`config.mk`:
```
export PLATFORM = sky130hd
export DESIGN_NAME = tx_framer
export DESIGN_NICKNAME = d
export VERILOG_FILES = /design/src/rtl/tx_framer.sv
export SDC_FILE = /design/constraint.sdc
export NUM_CORES = 1
export LEC_CHECK = 0
export BUFFER_PORTS_ARGS = -buffer_cell sky130_fd_sc_hd__buf_2
export CAP_MARGIN = 10
export CORE_UTILIZATION = 25
export DETAILED_ROUTE_END_ITERATION = 6
export HOLD_SLACK_MARGIN = 0.12
export PLACE_DENSITY = 0.38
export SLEW_MARGIN = 40
export SYNTH_ARGS = -nofsm -noshare
export SYNTH_HDL_FRONTEND = slang
export SYNTH_SLANG_ARGS = --single-unit
```
`constraint.sdc`:
```
create_clock -name clk -period 5.6 [get_ports clk]
set_input_delay 0.28 -clock clk [delete_from_list [all_inputs] [get_ports clk]]
set_output_delay 0.28 -clock clk [all_outputs]
set_load 0.005 [all_outputs]
```
`src/rtl/tx_framer.sv`:
```
// OOK transmit framer: preamble, sync word, payload bytes and optional CRC-8, MSB-first.
// Define TX_FRAMER_CRC_EN to append a CRC-8 (poly 0x07, init 0x00) after the payload.
module tx_framer #(
    parameter int         PAYLOAD_BYTES = 3,
    parameter int         PREAMBLE_BITS = 8,
    parameter logic [7:0] SYNC_WORD     = 8'hA5
) (
    input  logic        clk,
    input  logic        rst,
    input  logic [13:0] bit_period,
    input  logic        start,
    input  logic [7:0]  byte_data,
    input  logic        byte_valid,
    output logic        byte_ready,
    output logic        tx_out,
    output logic        busy,
    output logic        done,
    output logic        underrun
);
    localparam logic [4:0] NBYTES   = 5'(PAYLOAD_BYTES);
    localparam logic [5:0] PRE_LAST = 6'(PREAMBLE_BITS - 1);

    typedef enum logic [2:0] {
        ST_IDLE,
        ST_PREAMBLE,
        ST_SYNC,
        ST_PAYLOAD
`ifdef TX_FRAMER_CRC_EN
        , ST_CRC
`endif
    } state_t;

    state_t      state_q, state_d;
    logic [13:0] period_q, period_d;
    logic [13:0] timer_q, timer_d;
    logic [5:0]  bit_cnt_q, bit_cnt_d;
    logic [4:0]  fetch_cnt_q, fetch_cnt_d;
    logic [4:0]  sent_cnt_q, sent_cnt_d;
    logic [7:0]  hold_q, hold_d;
    logic        hold_full_q, hold_full_d;
    logic [7:0]  shift_q, shift_d;
    logic        tx_out_q, tx_out_d;
    logic        busy_q, busy_d;
    logic        done_q, done_d;
    logic        underrun_q, underrun_d;
    logic        byte_ready_q, byte_ready_d;
`ifdef TX_FRAMER_CRC_EN
    logic [7:0]  crc_q, crc_d;

    function automatic logic [7:0] crc8_byte(input logic [7:0] crc, input logic [7:0] data);
        logic [7:0] c;
        c = crc ^ data;
        for (int i = 0; i < 8; i++) begin
            c = c[7] ? ({c[6:0], 1'b0} ^ 8'h07) : {c[6:0], 1'b0};
        end
        return c;
    endfunction
`endif

    logic accept;
    logic shift_out;
    logic next_byte;
    logic finish;

    always_comb begin
        state_d      = state_q;
        period_d     = period_q;
        timer_d      = timer_q;
        bit_cnt_d    = bit_cnt_q;
        fetch_cnt_d  = fetch_cnt_q;
        sent_cnt_d   = sent_cnt_q;
        hold_d       = hold_q;
        hold_full_d  = hold_full_q;
        shift_d      = shift_q;
        tx_out_d     = tx_out_q;
        busy_d       = busy_q;
        done_d       = 1'b0;
        underrun_d   = 1'b0;
        byte_ready_d = byte_ready_q;
`ifdef TX_FRAMER_CRC_EN
        crc_d        = crc_q;
`endif
        shift_out    = 1'b0;
        next_byte    = 1'b0;
        finish       = 1'b0;

        // byte_ready_q is only ever high while the holding register is empty
        accept = byte_valid & byte_ready_q;
        if (accept) begin
            hold_d      = byte_data;
            hold_full_d = 1'b1;
            fetch_cnt_d = fetch_cnt_q + 5'd1;
        end

        if (state_q == ST_IDLE) begin
            tx_out_d = 1'b0;
            if (start) begin
                state_d    = ST_PREAMBLE;
                period_d   = bit_period;
                timer_d    = bit_period;
                bit_cnt_d  = 6'd0;
                sent_cnt_d = 5'd0;
                tx_out_d   = 1'b1;
                busy_d     = 1'b1;
`ifdef TX_FRAMER_CRC_EN
                crc_d      = 8'h00;
`endif
            end
        end else if (timer_q != 14'd0) begin
            timer_d = timer_q - 14'd1;
        end else begin
            // bit_tick: decide the next bit so it appears on the following cycle
            timer_d   = period_q;
            bit_cnt_d = bit_cnt_q + 6'd1;
            case (state_q)
                ST_PREAMBLE: begin
                    if (bit_cnt_q == PRE_LAST) begin
                        state_d   = ST_SYNC;
                        bit_cnt_d = 6'd0;
                        tx_out_d  = SYNC_WORD[7];
                        shift_d   = {SYNC_WORD[6:0], 1'b0};
                    end else begin
                        tx_out_d = bit_cnt_q[0];
                    end
                end
                ST_SYNC: begin
                    if (bit_cnt_q == 6'd7) next_byte = 1'b1;
                    else                   shift_out = 1'b1;
                end
                ST_PAYLOAD: begin
                    if (bit_cnt_q == 6'd7) begin
                        if (sent_cnt_q == NBYTES) begin
`ifdef TX_FRAMER_CRC_EN
                            state_d   = ST_CRC;
                            bit_cnt_d = 6'd0;
                            tx_out_d  = crc_q[7];
                            shift_d   = {crc_q[6:0], 1'b0};
`else
                            finish = 1'b1;
`endif
                        end else begin
                            next_byte = 1'b1;
                        end
                    end else begin
                        shift_out = 1'b1;
                    end
                end
`ifdef TX_FRAMER_CRC_EN
                ST_CRC: begin
                    if (bit_cnt_q == 6'd7) finish = 1'b1;
                    else                   shift_out = 1'b1;
                end
`endif
                default: ;
            endcase
        end

        if (shift_out) begin
            tx_out_d = shift_q[7];
            shift_d  = {shift_q[6:0], 1'b0};
        end

        if (next_byte) begin
            bit_cnt_d = 6'd0;
            if (hold_full_q) begin
                state_d     = ST_PAYLOAD;
                tx_out_d    = hold_q[7];
                shift_d     = {hold_q[6:0], 1'b0};
                hold_full_d = 1'b0;
                sent_cnt_d  = sent_cnt_q + 5'd1;
`ifdef TX_FRAMER_CRC_EN
                crc_d       = crc8_byte(crc_q, hold_q);
`endif
            end else begin
                // A byte arriving in this very cycle stays for the next frame
                state_d     = ST_IDLE;
                tx_out_d    = 1'b0;
                busy_d      = 1'b0;
                underrun_d  = 1'b1;
                fetch_cnt_d = {4'd0, accept};
            end
        end

        if (finish) begin
            state_d     = ST_IDLE;
            tx_out_d    = 1'b0;
            busy_d      = 1'b0;
            done_d      = 1'b1;
            fetch_cnt_d = {4'd0, accept};
        end

        byte_ready_d = ~hold_full_d & (fetch_cnt_d < NBYTES);
    end

    always_ff @(posedge clk or negedge rst) begin
        if (!rst) begin
            state_q      <= ST_IDLE;
            period_q     <= 14'd0;
            timer_q      <= 14'd0;
            bit_cnt_q    <= 6'd0;
            fetch_cnt_q  <= 5'd0;
            sent_cnt_q   <= 5'd0;
            hold_q       <= 8'h00;
            hold_full_q  <= 1'b0;
            shift_q      <= 8'h00;
            tx_out_q     <= 1'b0;
            busy_q       <= 1'b0;
            done_q       <= 1'b0;
            underrun_q   <= 1'b0;
            byte_ready_q <= 1'b0;
`ifdef TX_FRAMER_CRC_EN
            crc_q        <= 8'h00;
`endif
        end else begin
            state_q      <= state_d;
            period_q     <= period_d;
            timer_q      <= timer_d;
            bit_cnt_q    <= bit_cnt_d;
            fetch_cnt_q  <= fetch_cnt_d;
            sent_cnt_q   <= sent_cnt_d;
            hold_q       <= hold_d;
            hold_full_q  <= hold_full_d;
            shift_q      <= shift_d;
            tx_out_q     <= tx_out_d;
            busy_q       <= busy_d;
            done_q       <= done_d;
            underrun_q   <= underrun_d;
            byte_ready_q <= byte_ready_d;
`ifdef TX_FRAMER_CRC_EN
            crc_q        <= crc_d;
`endif
        end
    end

    assign byte_ready = byte_ready_q;
    assign tx_out     = tx_out_q;
    assign busy       = busy_q;
    assign done       = done_q;
    assign underrun   = underrun_q;

endmodule

```
* Yosys cells after proc, flatten, opt, wreduce, memory -nomap -nowiden *
Cells that the tools add are included.

word-level totals
  bits in registers = 69
  latch bits = 0
  memory bits (writable) = 0
  memory bits (read-only) = 0
  output and inout port bits = 5
  word-level logic and storage cells = 110
  memories kept = 0

operators by class
  add/subtract/negate cells = 4
  $mul = 0
  divide/modulo/power cells = 0
  magnitude comparators = 1
  eq/ne operators = 11
  shift-type cells = 0
  mux-type cells = 67
  bitwise operators = 3
  reduce and logical (&&, ||, !) cells = 10

operators by type and width
  kind                                                         number
  two-way mux 8 bit                                            7
  two-way mux 14 bit                                           3
  two-way mux 5 bit                                            8
  two-way mux 6 bit                                            6
  two-way mux 1 bit                                            34
  two-way mux 3 bit                                            7
  nonzero test 14 bit                                          1
  subtractor 14 x 1 -> 14 bit (second input constant)          1
  adder 5 x 1 -> 5 bit (second input constant)                 2
  != test 4 bit (second input constant)                        2
  nonzero test 4 bit                                           2
  adder 6 x 1 -> 6 bit (second input constant)                 1
  equality test 3 x 2 -> 1 bit (second input constant)         2
  equality test 6 x 3 -> 1 bit (second input constant)         1
  != test 3 bit (second input constant)                        2
  AND reduction 2 bit                                          3
  equality test 5 x 2 -> 1 bit (second input constant)         1
  less-than comparator 5 x 2 -> 1 bit (second input constant)  1
  != test 5 bit (second input constant)                        1
  nonzero test 5 bit                                           1
  AND reduction 4 bit                                          1
  equality test 3 x 1 -> 1 bit (second input constant)         1
  logical NOT 3 bit                                            1
  AND 1 bit                                                    2
  5 further kinds                                              5

* Depth between registers and ports, before layout *
Gate-level depths: netlist of run 1.

  word-level depth = 10
  gate-level depth with buffers = 8
  depth with buffers taken out = 7

* Worst setup path after synthesis of run 1 *
OpenSTA, ideal clock, no wires.

  path type = flip-flop to flip-flop
  start = register timer_q[0]
  end = register sent_cnt_q[2]
  data arrival time = 1.955 ns
  data required time = 5.480 ns
  setup slack = 3.525 ns
  cell stages (with the launch flop) = 8
  buffers on the path = 0
  clock period less this slack = 2.075 ns
  cell sequence = dfrtp_1 inv_1 ha_1 nor4b_2 nand4_4 nor4_4 a21oi_1 a31o_2

between the ends
  cells in the longest elaborated chain, start to end = 4

ends and longest elaborated chain
  item                      line  source
  start: declaration        35    logic [13:0] timer_q, timer_d;
  start signal: assignment  217   timer_q <= timer_d;
  nonzero test 14 bit       109   end else if (timer_q != 14'd0) begin
  two-way mux 1 bit         109
  two-way mux 1 bit         95    if (state_q == ST_IDLE) begin
  two-way mux 5 bit         163   if (next_byte) begin
  via sent_cnt_d[2]         38    logic [4:0] sent_cnt_q, sent_cnt_d;
  end signal: assignment    220   sent_cnt_q <= sent_cnt_d;
  end: declaration          38

The timed path passes the listed nets, and every way through them passes these cells.
A chain may end at the register's enable or synchronous reset.

* Worst setup path in the final report of run 1 *
  start = register timer_q[0]
  end = register bit_cnt_q[2]

between the ends
  cells in the longest elaborated chain, start to end = 5
  elaborated cells on any way between the ends = 7
  those cells by class = eq/ne: 2; mux: 3; reduce/logical: 2

ends and longest elaborated chain
  item                           line  source
  nonzero test 14 bit (*)        109
  two-way mux 1 bit              109
  two-way mux 1 bit              95
  != test 3 bit (no line)        --
  AND reduction 2 bit (no line)  --
  end signal: assignment         218   bit_cnt_q <= bit_cnt_d;
  end: declaration               36    logic [5:0] bit_cnt_q, bit_cnt_d;

Every way passes the cells marked *; elsewhere a longest branch is shown, timed or not.

==> metrics.md, run 1 <==
| Metric | Value |
|---|---|
| Post-CTS Hold Buffers | `1` |
| Internal power | `0.941 mW` |
| Max VDD drop | `0.115 mV` |
| Asr flop ratio synth | `100%` |
| WL final | `9.20 mm` |
| Synthesized flop and latch total | `68` |
| CTS root buf | `clkbuf_16` |
| Post-route DRC violation count | `0` |
| Hold Fails Final Rpt | `0` |
| Die area | `14500 µm²` |
| Unique masters post-synth | `51` |
| Drt pass-1 iters | `5` |
| Arr. time, crit path | `3020 ps` |
| Vias per Instance | `4.88` |
| Ports | `31` |
| Switch Pwr | `0.247 mW` |
| Status | `finished, final reports clean` |
| Die Height | `120 µm` |
| CTS H-Tree Depth | `3` |
| R2R Path Start | `timer_q[0]$_DFFE_PN0P_` |
| Via count | `2897` |
| Final ANT Viol Nets | `0` |
| Worst slew margin | `52.5%` |
| Power share of the clock group | `55.4%` |
| Min-delay worst type | `input pin to register` |
| DR iter-0 viols | `222` |
| Mapped Area | `3500 µm²` |
| Total global routing overflow | `0` |
| Lkg Pwr | `1.93 nW` |
| CP Capture Type | `register` |
| Setup violators final | `0` |
| Post-CTS setup buffers | `0` |
| R2r endpoint | `bit_cnt_q[2]$_DFFE_PN0P_` |
| Post-CTS Resized | `0` |
| Tightest Pin Transition | `711 ps` |
| Cell row count | `42` |
| Routed wire length per instance | `15.5 µm` |
| Reg2Reg Setup Slack | `2840 ps` |
| Worst skew pair latency | `340 ps` |
| Ratio of cells with drive above 1 in the final layout | `15.3%` |
| CP required | `5860 ps` |
| Sequential Power Share | `41.9%` |
| Clock transition at path regs | `60 ps` |
| Final cycle utilization of the critical path | `49.2%` |
| Max Cap Violations | `0` |
| CP endpoint | `bit_cnt_q[2]$_DFFE_PN0P_` |
| CTS tree | `yes` |
| Initial Util | `26.0%` |
| Power Density | `285 nW/µm²` |
| Synth top area cells | `dfrtp_1 49%, nand2_1 11%, mux2i_1 3.7%, nor2_1 2.9%, o21ai_0 2.9%` |
| Crit path max fanout | `13` |
| Top FF cell, synth | `dfrtp_1` |
| Warning count from the yosys run | `0` |
| Clock sinks | `68` |
| Cell count after synthesis | `388` |
| Number of port buffers | `30` |
| Fin crit period | `2760 ps` |
| Hold Slack | `127 ps` |
| Routability cong. | `0.724` |
| Place WS | `2820 ps` |
| RSZ-0062 raised after global routing | `no` |
| Post-synth EDFFs | `0` |
| First-pass GRT wire length | `15.8 mm` |
| Max-slew violation count | `0` |
| Cts bufs inserted | `9` |
| Biggest area consumer among synthesized cells | `dfrtp_1` |
| Setup WS post-layout | `2840 ps` |
| Fmax | `363 MHz` |
| Comb power frac | `2.8%` |
| Startpoint Class | `register` |
| Vias in the first global route | `2978` |
| Die W | `120 µm` |
| Overall Power | `1.19 mW` |
| Crit path launch | `timer_q[0]$_DFFE_PN0P_` |
| Post-synthesis sequential area ratio | `48.6%` |
| Syn Nets | `418` |
| Switching part of the total | `20.8%` |
| Dpl hpwl | `6.16 mm` |
| Nets | `443` |
| Final Util | `31.0%` |
| Core outline area | `13500 µm²` |
| Largest net degree at the start of global routing | `69` |
| Worst reg2reg path depth | `6` |
| Initial antenna violation count | `0` |
| Post-synth top area share | `48.6%` |
| CP max-delay cell | `or4b_1` |
| Global-route usage over all layers | `14.1%` |
| Synth-to-Final Area Change | `19.1%` |
| Mapped Avg Cell Area | `9.02 µm²` |
| Worst Setup Path Type | `register to register` |
| Worst path max stage delay | `680 ps` |
| Worst Skew | `7.45 ps` |
| Critical path cell sequence | `inv_1 -> ha_1 -> nor4b_2 -> nand4_1 -> or4b_1 -> o21ai_0` |
| # diodes | `0` |
| Clk buf depth | `2` |
| Setup tns final | `0 ps` |
-- power groups by stage --
stage | sequential (mW) | combinational (mW) | clock [mW]
floorplan | 0.506 | 0.0103 | 0
global placement | 0.507 | 0.0335 | 0
detailed placement | 0.507 | 0.0339 | 0
CTS | 0.498 | 0.0345 | 0.675
global route | 0.498 | 0.0384 | 0.699
finish | 0.498 | 0.0329 | 0.658
-- placed cells by master (no fill, tap or decap), types with 4 or more instances in the layout --
cell | Yosys | final
a21oi_1 | 16 | 16
a22oi_1 | 4 | 4
and2_1 | 5 | 5
and3_1 | 4 | 4
buf_2 | 3 | 30
clkbuf_16 | 0 | 9
dfrtp_1 | 68 | 68
ha_1 | 4 | 4
inv_1 | 8 | 8
mux2i_1 | 13 | 13
nand2_1 | 101 | 100
nand3_1 | 7 | 7
nand4_1 | 10 | 10
nor2_1 | 27 | 26
nor3_1 | 9 | 9
o211ai_1 | 4 | 4
o21ai_0 | 20 | 20
o22ai_1 | 5 | 5
o31ai_1 | 4 | 4
o41ai_1 | 4 | 4
or2_2 | 4 | 4
or3_1 | 4 | 4
xor2_1 | 6 | 6
-- area by class of cell --
| class | count | area, µm² |
|---|---|---|
| sequential | 68 | 1700 |
| inverter | 8 | 30.0 |
| timing repair buffer | 33 | 179 |
| tap | 176 | 220 |
| clock buffer | 9 | 225 |
| clock inverter | 7 | 115 |
| multi-input combinational | 293 | 1700 |
| fill | 1475 | 9280 |
-- sequential cells by signal (all words and copies together) (netlist names) --
name,flops
sent_cnt_q,5
state_q,2
hold_full_q,1
hold_q,8
timer_q,14
done,1
bit_cnt_q,6
fetch_cnt_q,5
shift_q,8
underrun,1
period_q,14
byte_ready,1
tx_out,1
busy,1
-- how the worst min path moves through the flow --
stage	startpoint	cells past startpoint	slack [ps]	end
detailed placement	rst	2	450	period_q[0]$_DFFE_PN0P_
finish	byte_data[4]	3	130	hold_q[4]$_DFFE_PN0P_
CTS	byte_data[5]	3	120	hold_q[5]$_DFFE_PN0P_
floorplan	rst	0	-20	bit_cnt_q[0]$_DFFE_PN0P_
global placement	period_q[12]$_DFFE_PN0P_	2	460	period_q[12]$_DFFE_PN0P_
global route	byte_data[2]	3	140	hold_q[2]$_DFFE_PN0P_
-- metrics by stage --
| stage | cell area (µm²) | std cells |
|---|---|---|
| 6_report | 4170 | 594 |
| 5_1_grt | 4170 | 594 |
| 4_1_cts | 4170 | 594 |
| 3_5_place_dp | 3820 | 577 |
| 3_3_place_gp | 3810 | 577 |
| 2_1_floorplan | 3500 | 388 |
-- cell families (layout without fill, tap and decap cells) --
family | Yosys count | count (layout) | share of synthesized area [%]
adder cells (fa/ha/maj) | 4 | 4 | 1.43
AND/OR/NAND/NOR | 191 | 191 | 26.8
multiplexers | 13 | 13 | 3.72
XOR/XNOR | 9 | 9 | 2.25
AO/OA/AOI/OAI | 76 | 76 | 14.2
buffers and inverters | 27 | 57 | 3.00
flip-flops | 68 | 68 | 48.6
-- layer usage --
metal	part of all wire, %	vias to the layer above	GRT usage [%]
li1	-	1433	-
met1	51	1410	19.3
met2	44	41	21.7
met3	2.8	13	2.59
met4	1.9	0	6.25
met5	0	-	0
-- synthesized netlist by cell type (2+ instances only) --
| cell | instances |
|---|---|
| a211oi_1 | 3 |
| a21oi_1 | 16 |
| a22oi_1 | 4 |
| a311oi_1 | 2 |
| a31oi_1 | 2 |
| and2_1 | 5 |
| and3_1 | 4 |
| buf_1 | 2 |
| buf_2 | 3 |
| clkbuf_1 | 14 |
| dfrtp_1 | 68 |
| ha_1 | 4 |
| inv_1 | 8 |
| mux2i_1 | 13 |
| nand2_1 | 101 |
| nand3_1 | 7 |
| nand4_1 | 10 |
| nor2_1 | 27 |
| nor3_1 | 9 |
| nor3b_1 | 2 |
| nor4_1 | 2 |
| nor4_4 | 2 |
| nor4b_1 | 2 |
| o211ai_1 | 4 |
| o21ai_0 | 20 |
| o221ai_1 | 3 |
| o22ai_1 | 5 |
| o311ai_0 | 3 |
| o31ai_1 | 4 |
| o41ai_1 | 4 |
| or2_2 | 4 |
| or3_1 | 4 |
| or4_1 | 2 |
| xnor2_1 | 3 |
| xor2_1 | 6 |
-- worst max-delay path: cells and delay by family (launching register included) --
kind            cells  cell delay [ps]
compound gates      1              140
buf+inv             1               80
flops               1              420
fa+ha+maj           1              240
simple gates        3             1800
Power figures use the tool's default switching activity.
==> run 2: changes to the inputs <==
--- a/config.mk
+++ b/config.mk
@@ -5,6 +5,7 @@
 export SDC_FILE = /design/constraint.sdc
 export NUM_CORES = 1
 export LEC_CHECK = 0
+export ABC_AREA = 1
 export BUFFER_PORTS_ARGS = -buffer_cell sky130_fd_sc_hd__buf_2
 export CAP_MARGIN = 10
 export CORE_UTILIZATION = 25
==> constraint.sdc (replaced) <==
create_clock -name clk -period 2.8 [get_ports clk]
set_input_delay 0.14 -clock clk [delete_from_list [all_inputs] [get_ports clk]]
set_output_delay 0.14 -clock clk [all_outputs]
set_load 0.005 [all_outputs]
==> metrics.md, run 2 <==
| Metric | Value |
|---|---|
| Status | `finished, final reports clean` |
| Cell row count | `43 (+2.4%)` |
| Die W | `122 µm (+1.6%)` |
| Worst skew pair latency | `340 ps (about the same)` |
| Hold Fails Final Rpt | `0 (unchanged)` |
| Simple logic cell fraction of the synthesized area | `30.3% (+3.5 points)` |
| Post-synth top area share | `47.0% (-1.6 points)` |
| Post-CTS Resized | `0 (unchanged)` |
| Warning count from the yosys run | `0 (unchanged)` |
| Fmax | `448 MHz (+24%)` |
| Post-route DRC violation count | `0 (unchanged)` |
| Worst reg2reg path depth | `12 (+6)` |
| CTS root buf | `clkbuf_16` |
| Post-synthesis sequential area ratio | `47.0% (-1.6 points)` |
| Mapped Avg Cell Area | `8.02 µm² (-11%)` |
| Clock sinks | `68 (unchanged)` |
| Max Cap Violations | `0 (unchanged)` |
| Post-synth top cells | `145 x nand2_1, 68 x dfrtp_1, 39 x inv_1` |
| Post-synthesis compound-gate area fraction | `10.8% (-3.3 points)` |
| Dpl hpwl | `6.77 mm (+10%)` |
| CP required | `3070 ps (-2790 ps)` |
| Crit path launch | `timer_q[0]$_DFFE_PN0P_` |
| Syn Nets | `481 (+15%)` |
| Global-route usage over all layers | `14.5% (+0.35 points)` |
| Unique masters post-synth | `37 (-27%)` |
| Placed inst area | `3960 µm² (+3.6%)` |
| Post-CTS Hold Buffers | `23 (+22)` |
| Routability cong. | `0.759 (+4.9%)` |
| First-pass GRT wire length | `16.3 mm (+3.3%)` |
| Hold Slack | `162 ps (+35.3 ps)` |
| Via count | `3113 (+7.5%)` |
| Max VDD drop | `0.253 mV (+120%)` |
| CTS tree | `yes` |
| Max-slew violation count | `0 (unchanged)` |
| Die Height | `122 µm (+1.6%)` |
| Setup tns final | `0 ps (unchanged)` |
| Routed wire length per instance | `13.9 µm (-11%)` |
| Top Registers | `period_q: 14 flops, timer_q: 14 flops` |
| Drt pass-1 iters | `4 (-1)` |
| Ports | `31 (unchanged)` |
| Lkg Pwr | `2.28 nW (+18%)` |
| Synth top area cells | `dfrtp_1 47%, nand2_1 15%, nand3_1 4.4%, inv_1 4.0%, nor2_1 3.6%` |
| Biggest area consumer among synthesized cells | `dfrtp_1` |
| Mapped Area | `3620 µm² (+3.4%)` |
| Post-Synth XOR/XNOR Area | `2.66% (+0.41 points)` |
| Synthesized flop and latch total | `68 (unchanged)` |
| Fin crit period | `2230 ps (-526 ps)` |
| Arr. time, crit path | `2500 ps (-520 ps)` |
| CP Capture Type | `register` |
| Tightest Pin Transition | `784 ps (+73.0 ps)` |
| Power Density | `551 nW/µm² (+93%)` |
| Synth-to-Final Area Change | `23.2%` |
| Vias per Instance | `4.49 (-7.9%)` |
| CTS H-Tree Depth | `3 (unchanged)` |
| Commonest non-fill, non-tap cell in the layout | `nand2_1` |
| Cell count after placement | `655 (+14%)` |
| Worst slew margin | `47.7% (-4.8 points)` |
| Post-route cell area | `4460 µm² (+6.9%)` |
| Final cycle utilization of the critical path | `79.7% (+30 points)` |
| Cts bufs inserted | `9 (unchanged)` |
| Setup WS post-layout | `569 ps (-2270 ps)` |
| Largest net degree at the start of global routing | `41 (-41%)` |
| Worst Skew | `5.87 ps (-1.58 ps)` |
| Post-CTS setup buffers | `0 (unchanged)` |
| Initial antenna violation count | `0 (unchanged)` |
| Reg2Reg Setup Slack | `570 ps (-2270 ps)` |
| Vias in the first global route | `3243 (+8.9%)` |
| Total global routing overflow | `0 (unchanged)` |
| Overall Power | `2.46 mW (+110%)` |
| Clk buf depth | `2 (unchanged)` |
| Ratio of cells with drive above 1 in the final layout | `15.8% (+0.48 points)` |
| Critical path cell sequence | `inv_1 -> ha_1 -> nand3_2 -> nor2_4 -> nand3_2 -> clkinv_2 -> nand3_2 -> nand2_1 -> nand2_1 -> inv_1 -> nand2_1 -> nor2_1` |
| Startpoint Class | `register` |
| Worst path max stage delay | `370 ps (-310 ps)` |
| Min-delay worst type | `input pin to register` |
| Main combinational cell family by area after synthesis | `simple AND/OR/NAND/NOR gates` |
| Cell count after synthesis | `451 (+16%)` |
| R2R Path Start | `timer_q[0]$_DFFE_PN0P_` |
| DR iter-0 viols | `197 (-11%)` |
| Crit path max fanout | `21 (+8)` |
| Commonest cells after routing, fill and taps aside | `145 x nand2_1, 68 x dfrtp_1, 39 x inv_1, 35 x nor2_1, 32 x nand3_1` |
| Initial Util | `25.9% (-0.16 points)` |
| Final Util | `31.9% (+0.88 points)` |
| Fin cells | `693 (+17%)` |
| CP max-delay cell | `dfrtp_1` |
| Clock transition at path regs | `60 ps (about the same)` |
| Number of port buffers | `30 (unchanged)` |
| Post-synth EDFFs | `0 (unchanged)` |
| Top FF cell, synth | `dfrtp_1` |
| Asr flop ratio synth | `100% (unchanged)` |
| Synth Area in Adders | `1.38% (-0.046 points)` |
| Final ANT Viol Nets | `0 (unchanged)` |
| CP endpoint | `byte_ready$_DFF_PN0_` |
| Place WS | `560 ps (-2260 ps)` |
| R2r endpoint | `byte_ready$_DFF_PN0_` |
| RSZ-0062 raised after global routing | `no` |
| Worst Setup Path Type | `register to register` |
| Mux cell area share after synthesis | `0.277% (-3.4 points)` |
| Die area | `15000 µm² (+3.3%)` |
| Most common cell in the netlist | `nand2_1` |
| Setup violators final | `0 (unchanged)` |
| Nets | `539 (+22%)` |
| Core outline area | `14000 µm² (+4.0%)` |
| WL final | `9.60 mm (+4.4%)` |
| # diodes | `0 (unchanged)` |
[run 2: cell count changes in the layout (fill, tap and decap cells not counted), moves of 9 or more]
cell and delta:
inv_1 +31, a21oi_1 -10, nand2_1 +45, nand3_1 +25, mux2i_1 -12, inv_2 +9, o211ai_1 +10, dlygate4sd3_1 +22
nor2_1 +9
[run 2: worst min path at each step]
stage	slack (ps)	cells after the start	to	from
5_1_grt	190	4	timer_q[9]$_DFFE_PN0P_	start
3_5_place_dp	240	1	period_q[6]$_DFFE_PN0P_	rst
6_report	160	4	timer_q[9]$_DFFE_PN0P_	start
2_1_floorplan	-160	0	bit_cnt_q[0]$_DFFE_PN0P_	rst
3_3_place_gp	250	1	period_q[6]$_DFFE_PN0P_	rst
4_1_cts	160	4	timer_q[9]$_DFFE_PN0P_	start
[run 2: cell families after synthesis]
logic type / Yosys count
buffers and inverters: 61
AND/OR/NAND/NOR: 243
AO/OA/AOI/OAI: 63
multiplexers: 1
XOR/XNOR: 11
flip-flops: 68
adder cells (fa/ha/maj): 4
[run 2: layout make-up]
type / count / area [µm²]
clock buffer: 13 / 260
clock inverter: 2 / 10.0
fill: 1525 / 9530
inverter: 52 / 201
multi-input combinational: 322 / 1650
sequential: 68 / 1700
tap: 180 / 225
timing repair buffer: 56 / 415
[run 2: worst max-delay path, delay by kind of cell, from the launching register on]
family / cells / cell delay (ps)
adders and majority gates: 1 / 260
buffers and inverters: 3 / 320
DFF: 1 / 370
and+or+nand+nor: 8 / 1220
[run 2: per-layer routing]
| layer | track usage [%] | wire length (µm) | part of all wire (%) |
|---|---|---|---|
| met2 | 24.3 | 4620 | 48 |
| met3 | 3.81 | 330 | 3.4 |
| met5 | 0 | 0 | 0 |
| met1 | 17.4 | 4480 | 47 |
| met4 | 6.17 | 167 | 1.7 |
[run 2: power breakdown]
group          switching [mW]  internal [mW]  total [mW]  leakage, nW
sequential             0.0675           1.08        1.15        0.802
clock                   0.406          0.640        1.05        0.135
combinational           0.147          0.116       0.263         1.35
==> run 3: changes to the inputs <==
==> constraint.sdc (replaced) <==
create_clock -name clk -period 2.15 [get_ports clk]
set_input_delay 0.1075 -clock clk [delete_from_list [all_inputs] [get_ports clk]]
set_output_delay 0.1075 -clock clk [all_outputs]
set_load 0.005 [all_outputs]
==> metrics.md, run 3 (synthesis gave the netlist of run 2 again) <==
| Metric | Value |
|---|---|
| WL final | `9.34 mm (-2.8%)` |
| Worst Skew | `7.58 ps (+1.71 ps)` |
| Via count | `3082 (-1.0%)` |
| Die area | `15000 µm² (unchanged)` |
| Clk buf depth | `2 (unchanged)` |
| Post-route DRC violation count | `0 (unchanged)` |
| Max Cap Violations | `0 (unchanged)` |
| Most common cell on crit path | `nand3_2` |
| Cts bufs inserted | `9 (unchanged)` |
| CP Capture Type | `register` |
| Hold_sp | `start` |
| Worst Setup Path Type | `register to register` |
| Post-route cell area | `4580 µm² (+2.7%)` |
| Fin cells | `704 (+1.6%)` |
| Number of port buffers | `30 (unchanged)` |
| Status | `finished, final reports clean` |
| Worst path max stage delay | `370 ps (about the same)` |
| CP max-delay cell | `dfrtp_1` |
| Cell count after placement | `663 (+1.2%)` |
| DR iter-0 viols | `103 (-48%)` |
| Initial antenna violation count | `0 (unchanged)` |
| Tightest Pin Transition | `790 ps (+5.49 ps)` |
| Max VDD drop | `0.504 mV (+99%)` |
| Setup WS post-layout | `201 ps (-369 ps)` |
| CTS H-Tree Depth | `3 (unchanged)` |
| Worst Hold End | `timer_q[3]$_DFFE_PN0P_` |
| Arr. time, crit path | `2170 ps (-330 ps)` |
| Ports | `31 (unchanged)` |
| Critical path cell sequence | `inv_1 -> ha_2 -> nand3_2 -> nor2_4 -> nand3_2 -> buf_4 -> nor2_8 -> inv_2 -> o211ai_1 -> nand2_1` |
| First-pass GRT wire length | `16.2 mm (-0.72%)` |
| Cell row count | `43 (unchanged)` |
| Clock sinks | `68 (unchanged)` |
| Power Density | `738 nW/µm² (+34%)` |
| Final cycle utilization of the critical path | `90.7% (+11 points)` |
| Ratio of cells with drive above 1 in the final layout | `17.9% (+2.1 points)` |
| Setup violators final | `0 (unchanged)` |
| Final Util | `32.7% (+0.85 points)` |
| Startpoint Class | `register` |
| CP delay by family, top | `simple AND/OR/NAND/NOR gates` |
| Clock transition at path regs | `60 ps (about the same)` |
| CTS tree | `yes` |
| Drt pass-1 iters | `4 (unchanged)` |
| Worst slew margin | `47.3% (-0.37 points)` |
| CP required | `2370 ps (-700 ps)` |
| Fin crit period | `1950 ps (-281 ps)` |
| R2r endpoint | `shift_q[3]$_DFF_PN0_` |
| CP Buf/Inv Count | `3 (unchanged)` |
| Vias per Instance | `4.38 (-2.5%)` |
| Routability cong. | `0.751 (-1.0%)` |
| R2R Path Start | `timer_q[0]$_DFFE_PN0P_` |
| Crit path max fanout | `19 (-9.5%)` |
| Overall Power | `3.38 mW (+38%)` |
| Place WS | `148 ps (-412 ps)` |
| CTS root buf | `clkbuf_16` |
| Fmax | `513 MHz (+14%)` |
| Initial Util | `25.9% (unchanged)` |
| Hold Fails Final Rpt | `0 (unchanged)` |
| FILL cells | `1519 (-0.39%)` |
| Commonest non-fill, non-tap cell in the layout | `nand2_1` |
| Vias in the first global route | `3140 (-3.2%)` |
| Placed inst area | `4020 µm² (+1.5%)` |
| Commonest cells after routing, fill and taps aside | `145 x nand2_1, 68 x dfrtp_1, 39 x inv_1, 35 x nor2_1, 32 x nand3_1` |
| Largest net degree at the start of global routing | `69 (+68%)` |
| Worst reg2reg path depth | `10 (-2)` |
| Top Registers | `period_q: 14 flops, timer_q: 14 flops` |
| Routed wire length per instance | `13.3 µm (-4.3%)` |
| Final ANT Viol Nets | `0 (unchanged)` |
| Nets | `549 (+1.9%)` |
| Synth-to-Final Area Change | `26.5%` |
| Dpl hpwl | `6.58 mm (-2.8%)` |
| Die Height | `122 µm (unchanged)` |
| Lkg Pwr | `2.34 nW (+2.5%)` |
| Total global routing overflow | `0 (unchanged)` |
| Global-route usage over all layers | `14.3% (-0.12 points)` |
| Die W | `122 µm (unchanged)` |
| Worst skew pair latency | `340 ps (about the same)` |
| Min-delay worst type | `input pin to register` |
| Reg2Reg Setup Slack | `200 ps (-370 ps)` |
| Core outline area | `14000 µm² (unchanged)` |
| Max-slew violation count | `0 (unchanged)` |
| WHS Path Cells | `4 (unchanged)` |
| # diodes | `0 (unchanged)` |
-- run 3: final cells by class --
cell class / count / area, µm² / area share, %
well taps: 180 / 225 / 4.92
clock inverters: 4 / 47.5 / 1.04
clock buffers: 12 / 256 / 5.60
repair buffers: 66 / 490 / 10.7
flip-flops and latches: 68 / 1700 / 37.2
multi-input cells: 322 / 1660 / 36.2
inverters: 52 / 201 / 4.40
-- run 3: per-layer routing --
layer | vias up | GRT usage (%) | wire length [µm]
met4 | 0 | 6.10 | 163
li1 | 1593 | - | -
met3 | 10 | 3.90 | 261
met2 | 28 | 23.1 | 4390
met1 | 1451 | 18.0 | 4520
met5 | - | 0 | 0
-- run 3: where the power goes --
| part | switching, mW | internal, mW | leakage [nW] |
|---|---|---|---|
| clock | 0.578 | 0.957 | 0.149 |
| sequential | 0.0909 | 1.41 | 0.802 |
| combinational | 0.193 | 0.154 | 1.39 |
| total | 0.862 | 2.52 | 2.34 |
-- run 3: tightest hold or removal path: stages --
cell and delay [ps]:
buf_2 120, nor2_4 50, inv_4 130, o211ai_1 100
-- run 3: per-stage QoR --
stage | TNS [ps] | hold slack, ps
finish | 0 | 214
global route | -5.67 | 241
floorplan | 0 | -188
detailed placement | 0 | 179
CTS | 0 | 209
global placement | 0 | 171
-- run 3: worst max path at each step --
stage,startpoint,depth (start not counted),end,slack (ps)
global route,timer_q[0]$_DFFE_PN0P_,10,byte_ready$_DFF_PN0_,-6
detailed placement,timer_q[0]$_DFFE_PN0P_,10,shift_q[1]$_DFF_PN0_,150
CTS,timer_q[0]$_DFFE_PN0P_,10,shift_q[3]$_DFF_PN0_,120
floorplan,timer_q[0]$_DFFE_PN0P_,9,timer_q[1]$_DFFE_PN0P_,470
finish,timer_q[0]$_DFFE_PN0P_,10,shift_q[3]$_DFF_PN0_,200
global placement,timer_q[0]$_DFFE_PN0P_,10,shift_q[3]$_DFF_PN0_,210
-- run 3: timing repair --
action / CTS / global route
endpoints found under the setup margin: 0 / 10
buffers inserted: 0 / 2
hold buffers: 23 / 0
hold endpoints to repair: 103 / 0
gates resized for setup: 0 / 2
